[config.mk]
export PLATFORM = sky130hd
export DESIGN_NAME = ins_loader
export DESIGN_NICKNAME = d
export VERILOG_FILES = /design/src/rtl/ins_loader.sv
export SDC_FILE = /design/constraint.sdc
export NUM_CORES = 1
export LEC_CHECK = 0
export CORE_AREA = 2 2 98 100
export DETAILED_ROUTE_END_ITERATION = 16
export DIE_AREA = 0 0 100 102
export PLACE_DENSITY = 0.63
export SETUP_SLACK_MARGIN = 0.02
export SYNTH_ARGS = -nofsm -noshare
export SYNTH_HDL_FRONTEND = slang
export SYNTH_SLANG_ARGS = --single-unit
[constraint.sdc]
create_clock -name CLOCK -period 2.4 [get_ports CLOCK]
set_input_delay 0.24 -clock CLOCK [delete_from_list [all_inputs] [get_ports CLOCK]]
set_output_delay 0.24 -clock CLOCK [all_outputs]
set_load 0.03 [all_outputs]
[src/rtl/ins_loader.sv]
// ins_loader
//   Loads a program into instruction memory ahead of core execution.
//   A byte stream arrives over a valid/ready handshake; pairs of bytes
//   are assembled big-endian into 16-bit words and written to sequential
//   instruction-memory addresses starting at 0. The core is held until
//   the load completes.
//
// Ports
//   CLOCK       in   system clock (rising edge)
//   CLEAR       in   synchronous active-high reset
//   START       in   one-cycle load request, sampled only while idle
//   LEN[AW]     in   number of words to load, latched on accepted START
//   BYTE_IN[8]  in   program byte
//   BYTE_VALID  in   BYTE_IN carries a valid byte
//   BYTE_READY  out  loader accepts a byte this cycle
//   MEM_WE      out  instruction-memory write strobe
//   MEM_ADDR    out  write address
//   MEM_DATA    out  write data {high byte, low byte}
//   HOLD        out  1 = core held, 0 = core runs
//   BUSY        out  load in progress
//   DONE        out  one-cycle completion pulse
//   CHECKSUM    out  mod-2^16 sum of words written in the current load
module ins_loader #(
  parameter int AW = 8,
  parameter int DW = 16
) (
  input  logic          CLOCK,
  input  logic          CLEAR,
  input  logic          START,
  input  logic [AW-1:0] LEN,
  input  logic [7:0]    BYTE_IN,
  input  logic          BYTE_VALID,
  output logic          BYTE_READY,
  output logic          MEM_WE,
  output logic [AW-1:0] MEM_ADDR,
  output logic [DW-1:0] MEM_DATA,
  output logic          HOLD,
  output logic          BUSY,
  output logic          DONE,
  output logic [DW-1:0] CHECKSUM
);

  typedef enum logic [2:0] {
    S_IDLE,
    S_GET_HI,
    S_GET_LO,
    S_WRITE,
    S_FINISH
  } state_t;

  localparam logic [AW-1:0] ONE = AW'(1);

  state_t        r_state, w_state_nxt;
  logic [AW-1:0] r_len, w_len;
  logic [AW-1:0] r_idx, w_idx;
  logic [7:0]    r_hi, w_hi;
  logic          r_ready, w_ready;
  logic          r_we, w_we;
  logic [AW-1:0] r_addr, w_addr;
  logic [DW-1:0] r_data, w_data;
  logic          r_hold, w_hold;
  logic          r_busy, w_busy;
  logic          r_done, w_done;
  logic [DW-1:0] r_csum, w_csum;

  logic          w_take;
  logic [DW-1:0] w_word;

  // r_ready is the registered handshake ready, so a byte is taken only
  // when the loader has advertised readiness for the whole cycle.
  assign w_take = r_ready & BYTE_VALID;
  assign w_word = {r_hi, BYTE_IN};

  always_ff @(posedge CLOCK) begin
    if (CLEAR) begin
      r_state <= S_IDLE;
    end else begin
      r_state <= w_state_nxt;
    end
  end

  // Every output is registered: the comb block computes the value each
  // output takes in the state being entered.
  always_comb begin
    w_state_nxt = r_state;
    w_len       = r_len;
    w_idx       = r_idx;
    w_hi        = r_hi;
    w_ready     = 1'b0;
    w_we        = 1'b0;
    w_addr      = r_addr;
    w_data      = r_data;
    w_hold      = r_hold;
    w_busy      = r_busy;
    w_done      = 1'b0;
    w_csum      = r_csum;

    case (r_state)
      S_IDLE: begin
        if (START) begin
          w_len  = LEN;
          w_idx  = '0;
          w_csum = '0;
          w_busy = 1'b1;
          w_hold = 1'b1;
          if (LEN == '0) begin
            w_state_nxt = S_FINISH;
          end else begin
            w_state_nxt = S_GET_HI;
            w_ready     = 1'b1;
          end
        end
      end

      S_GET_HI: begin
        w_ready = 1'b1;
        if (w_take) begin
          w_hi        = BYTE_IN;
          w_state_nxt = S_GET_LO;
        end
      end

      S_GET_LO: begin
        w_ready = 1'b1;
        if (w_take) begin
          // Write strobe and checksum land together in the WRITE cycle.
          w_ready     = 1'b0;
          w_we        = 1'b1;
          w_addr      = r_idx;
          w_data      = w_word;
          w_csum      = r_csum + w_word;
          w_state_nxt = S_WRITE;
        end
      end

      S_WRITE: begin
        if (r_idx == r_len - ONE) begin
          w_state_nxt = S_FINISH;
        end else begin
          w_idx       = r_idx + ONE;
          w_ready     = 1'b1;
          w_state_nxt = S_GET_HI;
        end
      end

      S_FINISH: begin
        // DONE, HOLD and BUSY change as the FSM returns to IDLE, so DONE
        // never overlaps the BUSY of a back-to-back reload.
        w_done      = 1'b1;
        w_hold      = 1'b0;
        w_busy      = 1'b0;
        w_state_nxt = S_IDLE;
      end

      default: begin
        w_state_nxt = S_IDLE;
      end
    endcase
  end

  always_ff @(posedge CLOCK) begin
    if (CLEAR) begin
      r_len   <= '0;
      r_idx   <= '0;
      r_hi    <= '0;
      r_ready <= 1'b0;
      r_we    <= 1'b0;
      r_addr  <= '0;
      r_data  <= '0;
      r_hold  <= 1'b1;
      r_busy  <= 1'b0;
      r_done  <= 1'b0;
      r_csum  <= '0;
    end else begin
      r_len   <= w_len;
      r_idx   <= w_idx;
      r_hi    <= w_hi;
      r_ready <= w_ready;
      r_we    <= w_we;
      r_addr  <= w_addr;
      r_data  <= w_data;
      r_hold  <= w_hold;
      r_busy  <= w_busy;
      r_done  <= w_done;
      r_csum  <= w_csum;
    end
  end

  assign BYTE_READY = r_ready;
  assign MEM_WE     = r_we;
  assign MEM_ADDR   = r_addr;
  assign MEM_DATA   = r_data;
  assign HOLD       = r_hold;
  assign BUSY       = r_busy;
  assign DONE       = r_done;
  assign CHECKSUM   = r_csum;

endmodule

==> results.yml <==
placed_design:
  numPortBuffers: 64
  pre_cts_slack_ns: -0.2979
  routabilityCongestion: 0.8021
  hpwl_um: 6935
  placed_cells: 619
cells_and_area:
  drive_gt1_share_pct: 14.02
  design.final.nets: 561
  utilization_pct: 52.32
  antennaDiodeCount: 0
  layout.cells.non_filler: 639
  areaGrowthSynthToFinish_pct: 32.63
floorplan:
  die_height_um: 102
  core_region_area_mm2: 0.009109
  floorplan.die.width_um: 100
  die_area_mm2: 0.01020
  design.portCount: 65
  placement_rows: 35
  floorplan.initialDensity_pct: 39.45
min_path:
  min-delay-path-class: "in2reg"
  hp-start: "CLEAR"
  min_to: "r_idx[0]"
  min_path_cells: 2
logic_synthesis:
  netlist-cell-type-count: 51
  synth_enable_flop_cells: 0
  syn_avg_cell_area_um2: 8.280
  mappedNetlistNets: 472
  post_synth_most_frequent_cells: "sky130_fd_sc_hd__nand2_1 (87), sky130_fd_sc_hd__dfxtp_1 (72), sky130_fd_sc_hd__a21oi_1 (58)"
  post_synth_inst_count: 434
  synth_sequential_area_ratio_pct: 40.11
  post-synth-top-area-fraction_pct: 40.11
  yosys.cell_count.top_type: "sky130_fd_sc_hd__nand2_1"
  synth_flop_cell: "sky130_fd_sc_hd__dfxtp_1"
  ys_async_sr_fraction_pct: 0
  netlist_area_mm2: 0.003593
  yosys.area.top_type: "sky130_fd_sc_hd__dfxtp_1"
  yosys_register_bits: 72
  netlist_top_cells_area: "sky130_fd_sc_hd__dfxtp_1 (40%), sky130_fd_sc_hd__nand2_1 (9.1%), sky130_fd_sc_hd__a21oi_1 (8.1%)"
  synth_warnings: 0
worst_setup_path:
  rrSetupSlack_ns: 0.09
  timing.critical_path.required_ns: 2.69
  critPathCaptureType: "flop"
  critical_path.startpoint_type: "flop"
  path_class: "reg2reg"
  regToRegStartpoint: "r_len[2]"
  crit-reg2reg-capture: "r_idx[0]"
  path_max_fanout: 4
  cp_data_arrival_time_ns: 2.59
  timing.reg2reg.worst_path_depth: 8
global_route:
  groute.usage.overall_pct: 19.10
  antenna_found_initial: 0
  grt_start_max_net_pins: 55
  first_global_vias: 3305
  grt_first_pass_wirelength_um: 15530
  overflow: 0
cts:
  cts_max_path_buffers: 2
  cts-buffers-inserted: 9
  cts.sink_count: 72
  worst_setup_hold_path_clk_slew_ns: 0.08
  post_cts_hold_buffer_count: 0
  clock_latency_on_the_worst_skew_pair_ns: 0.35
  cts_htree_levels: 3
  cts_tree: "built"
  root_buffer: "sky130_fd_sc_hd__clkbuf_8"
timing:
  final.setup_skew_ns: 0.01144
  post-route-min-period_ns: 2.308
  max_slew_violation_total_from_the_final_report: 0
  max_freq_mhz: 433.3
  finalWorstSetupSlack_ns: 0.09234
  fin_hold_ws_ns: 0.2116
  finalCritPeriodShare_pct: 96.15
  setup-violations-final: 0
  worst_slew_pin_slew_ns: 0.7297
  worst_slew_margin_relative_to_its_limit_pct: 50.98
  report.final.hold_viol_count: 0
routing:
  detail_route.vias_per_cell: 5.302
  final_antenna_net_count: 0
  drcViolationCount: 0
  first_drt_iteration_drcs: 86
  number_of_vias_in_the_routed_layout: 3388
  wirelength_um: 9323
  drt_first_pass_iters: 4
  routed_wire_length_per_instance_um: 14.59
pwr:
  total_power_uw: 2520
  cellLeakagePower_uw: 0.001850
  irDropWorstVdd_uv: 237.1
  power_density_mw_per_mm2: 528.8
run_status:
  outcome: "completed"
run:
  max-cap-violations: 0
==> kinds of logic after synthesis <==
logic type      count (synthesis)  share of synthesized area [%]
simple gates                  165                          20.16
compound gates                113                          19.29
flops                          72                          40.11
buf+inv                        30                          4.352
xor+xnor                       23                          5.815
fa+ha+maj                      18                          6.476
mux                            13                          3.795
==> how the worst max path moves through the flow <==
stage	slack (ns)	depth (start not counted)	from	end
after global routing	-0.02	12	r_len[0]	r_idx[0]
final	0.09	8	r_len[2]	r_idx[0]
after floorplan	0.07	8	r_len[0]	r_idx[0]
after global placement	-0.29	10	BYTE_IN[0]	CHECKSUM[14]
after CTS	0.03	11	r_len[0]	r_idx[0]
after detailed placement	-0.30	10	BYTE_IN[0]	CHECKSUM[14]
==> repair_timing <==
item,4_1_cts,5_1_grt
buffers inserted,0,4
hold endpoints to repair,0,0
pin swaps,0,4
setup endpoints to repair,1,9
resized for setup,1,11
==> final cells by class <==
class,instances,area [µm²]
fillers,911,4343
multi-input cells,332,2046
flip-flops and latches,72,1444
repair buffers,99,898.4
well taps,111,138.9
clock buffers,9,123.9
clock inverters,7,81.33
inverters,9,33.78
==> flip-flops by register name, indices dropped and copies added (netlist names) <==
signal and cells:
BUSY 1, CHECKSUM 16, DONE 1, MEM_DATA 16, r_idx 8, r_len 8, HOLD 1, r_hi 8
r_state 3, BYTE_READY 1, MEM_ADDR 8, MEM_WE 1
==> stage by stage <==
| step | cell area, µm² | setup TNS (ns) |
|---|---|---|
| CTS | 4698 | 0 |
| detailed placement | 4487 | -0.8857 |
| floorplan | 3597 | 0 |
| global placement | 4487 | -0.7617 |
| global route | 4766 | -0.03353 |
| finish | 4766 | 0 |
==> cells in the final DEF, fill, tap and decap left out, types with 4 or more instances in the layout <==
cell type / count
sky130_fd_sc_hd__o21bai_1: 4
sky130_fd_sc_hd__xor2_1: 10
sky130_fd_sc_hd__nand3_1: 4
sky130_fd_sc_hd__nand2_1: 87
sky130_fd_sc_hd__dfxtp_1: 70
sky130_fd_sc_hd__o21ai_0: 14
sky130_fd_sc_hd__xnor2_1: 11
sky130_fd_sc_hd__a211oi_1: 6
sky130_fd_sc_hd__buf_4: 35
sky130_fd_sc_hd__nor2_1: 35
sky130_fd_sc_hd__clkinv_4: 4
sky130_fd_sc_hd__inv_1: 9
sky130_fd_sc_hd__mux2i_1: 11
sky130_fd_sc_hd__nor3_1: 7
sky130_fd_sc_hd__a21o_1: 5
sky130_fd_sc_hd__a22oi_1: 6
sky130_fd_sc_hd__a21oi_1: 56
sky130_fd_sc_hd__or3_1: 6
sky130_fd_sc_hd__clkbuf_8: 9
sky130_fd_sc_hd__ha_1: 16
sky130_fd_sc_hd__nand4_1: 6
sky130_fd_sc_hd__clkdlybuf4s50_1: 63
==> worst max-delay path, cell delays in order, from the launching register on <==
cell	delay, ns
sky130_fd_sc_hd__dfxtp_1	0.34
sky130_fd_sc_hd__or4_4	0.54
sky130_fd_sc_hd__o21ai_0	0.21
sky130_fd_sc_hd__a21oi_2	0.07
sky130_fd_sc_hd__mux2_4	0.29
sky130_fd_sc_hd__a211oi_4	0.25
sky130_fd_sc_hd__buf_4	0.16
sky130_fd_sc_hd__mux2_2	0.32
sky130_fd_sc_hd__nor2_1	0.08
==> routing by layer <==
metal / vias to the layer above / routed length [µm] / global-route usage (%)
met2: 79 / 4648 / 34.46
li1: 1698 / - / -
met1: 1600 / 4124 / 23.01
met3: 11 / 394 / 3.694
met5: - / 0 / 0
met4: 0 / 154 / 6.112
==> report_power, final <==
group | switching (µW) | total, µW | leakage [µW] | internal (µW)
Clock | 499 | 990 | 0.000100 | 491
Combinational | 160 | 301 | 0.00117 | 142
Sequential | 16.9 | 1230 | 0.000583 | 1210
Total | 675 | 2520 | 0.00185 | 1840
Note: power is estimated with default switching activity, not from simulation.
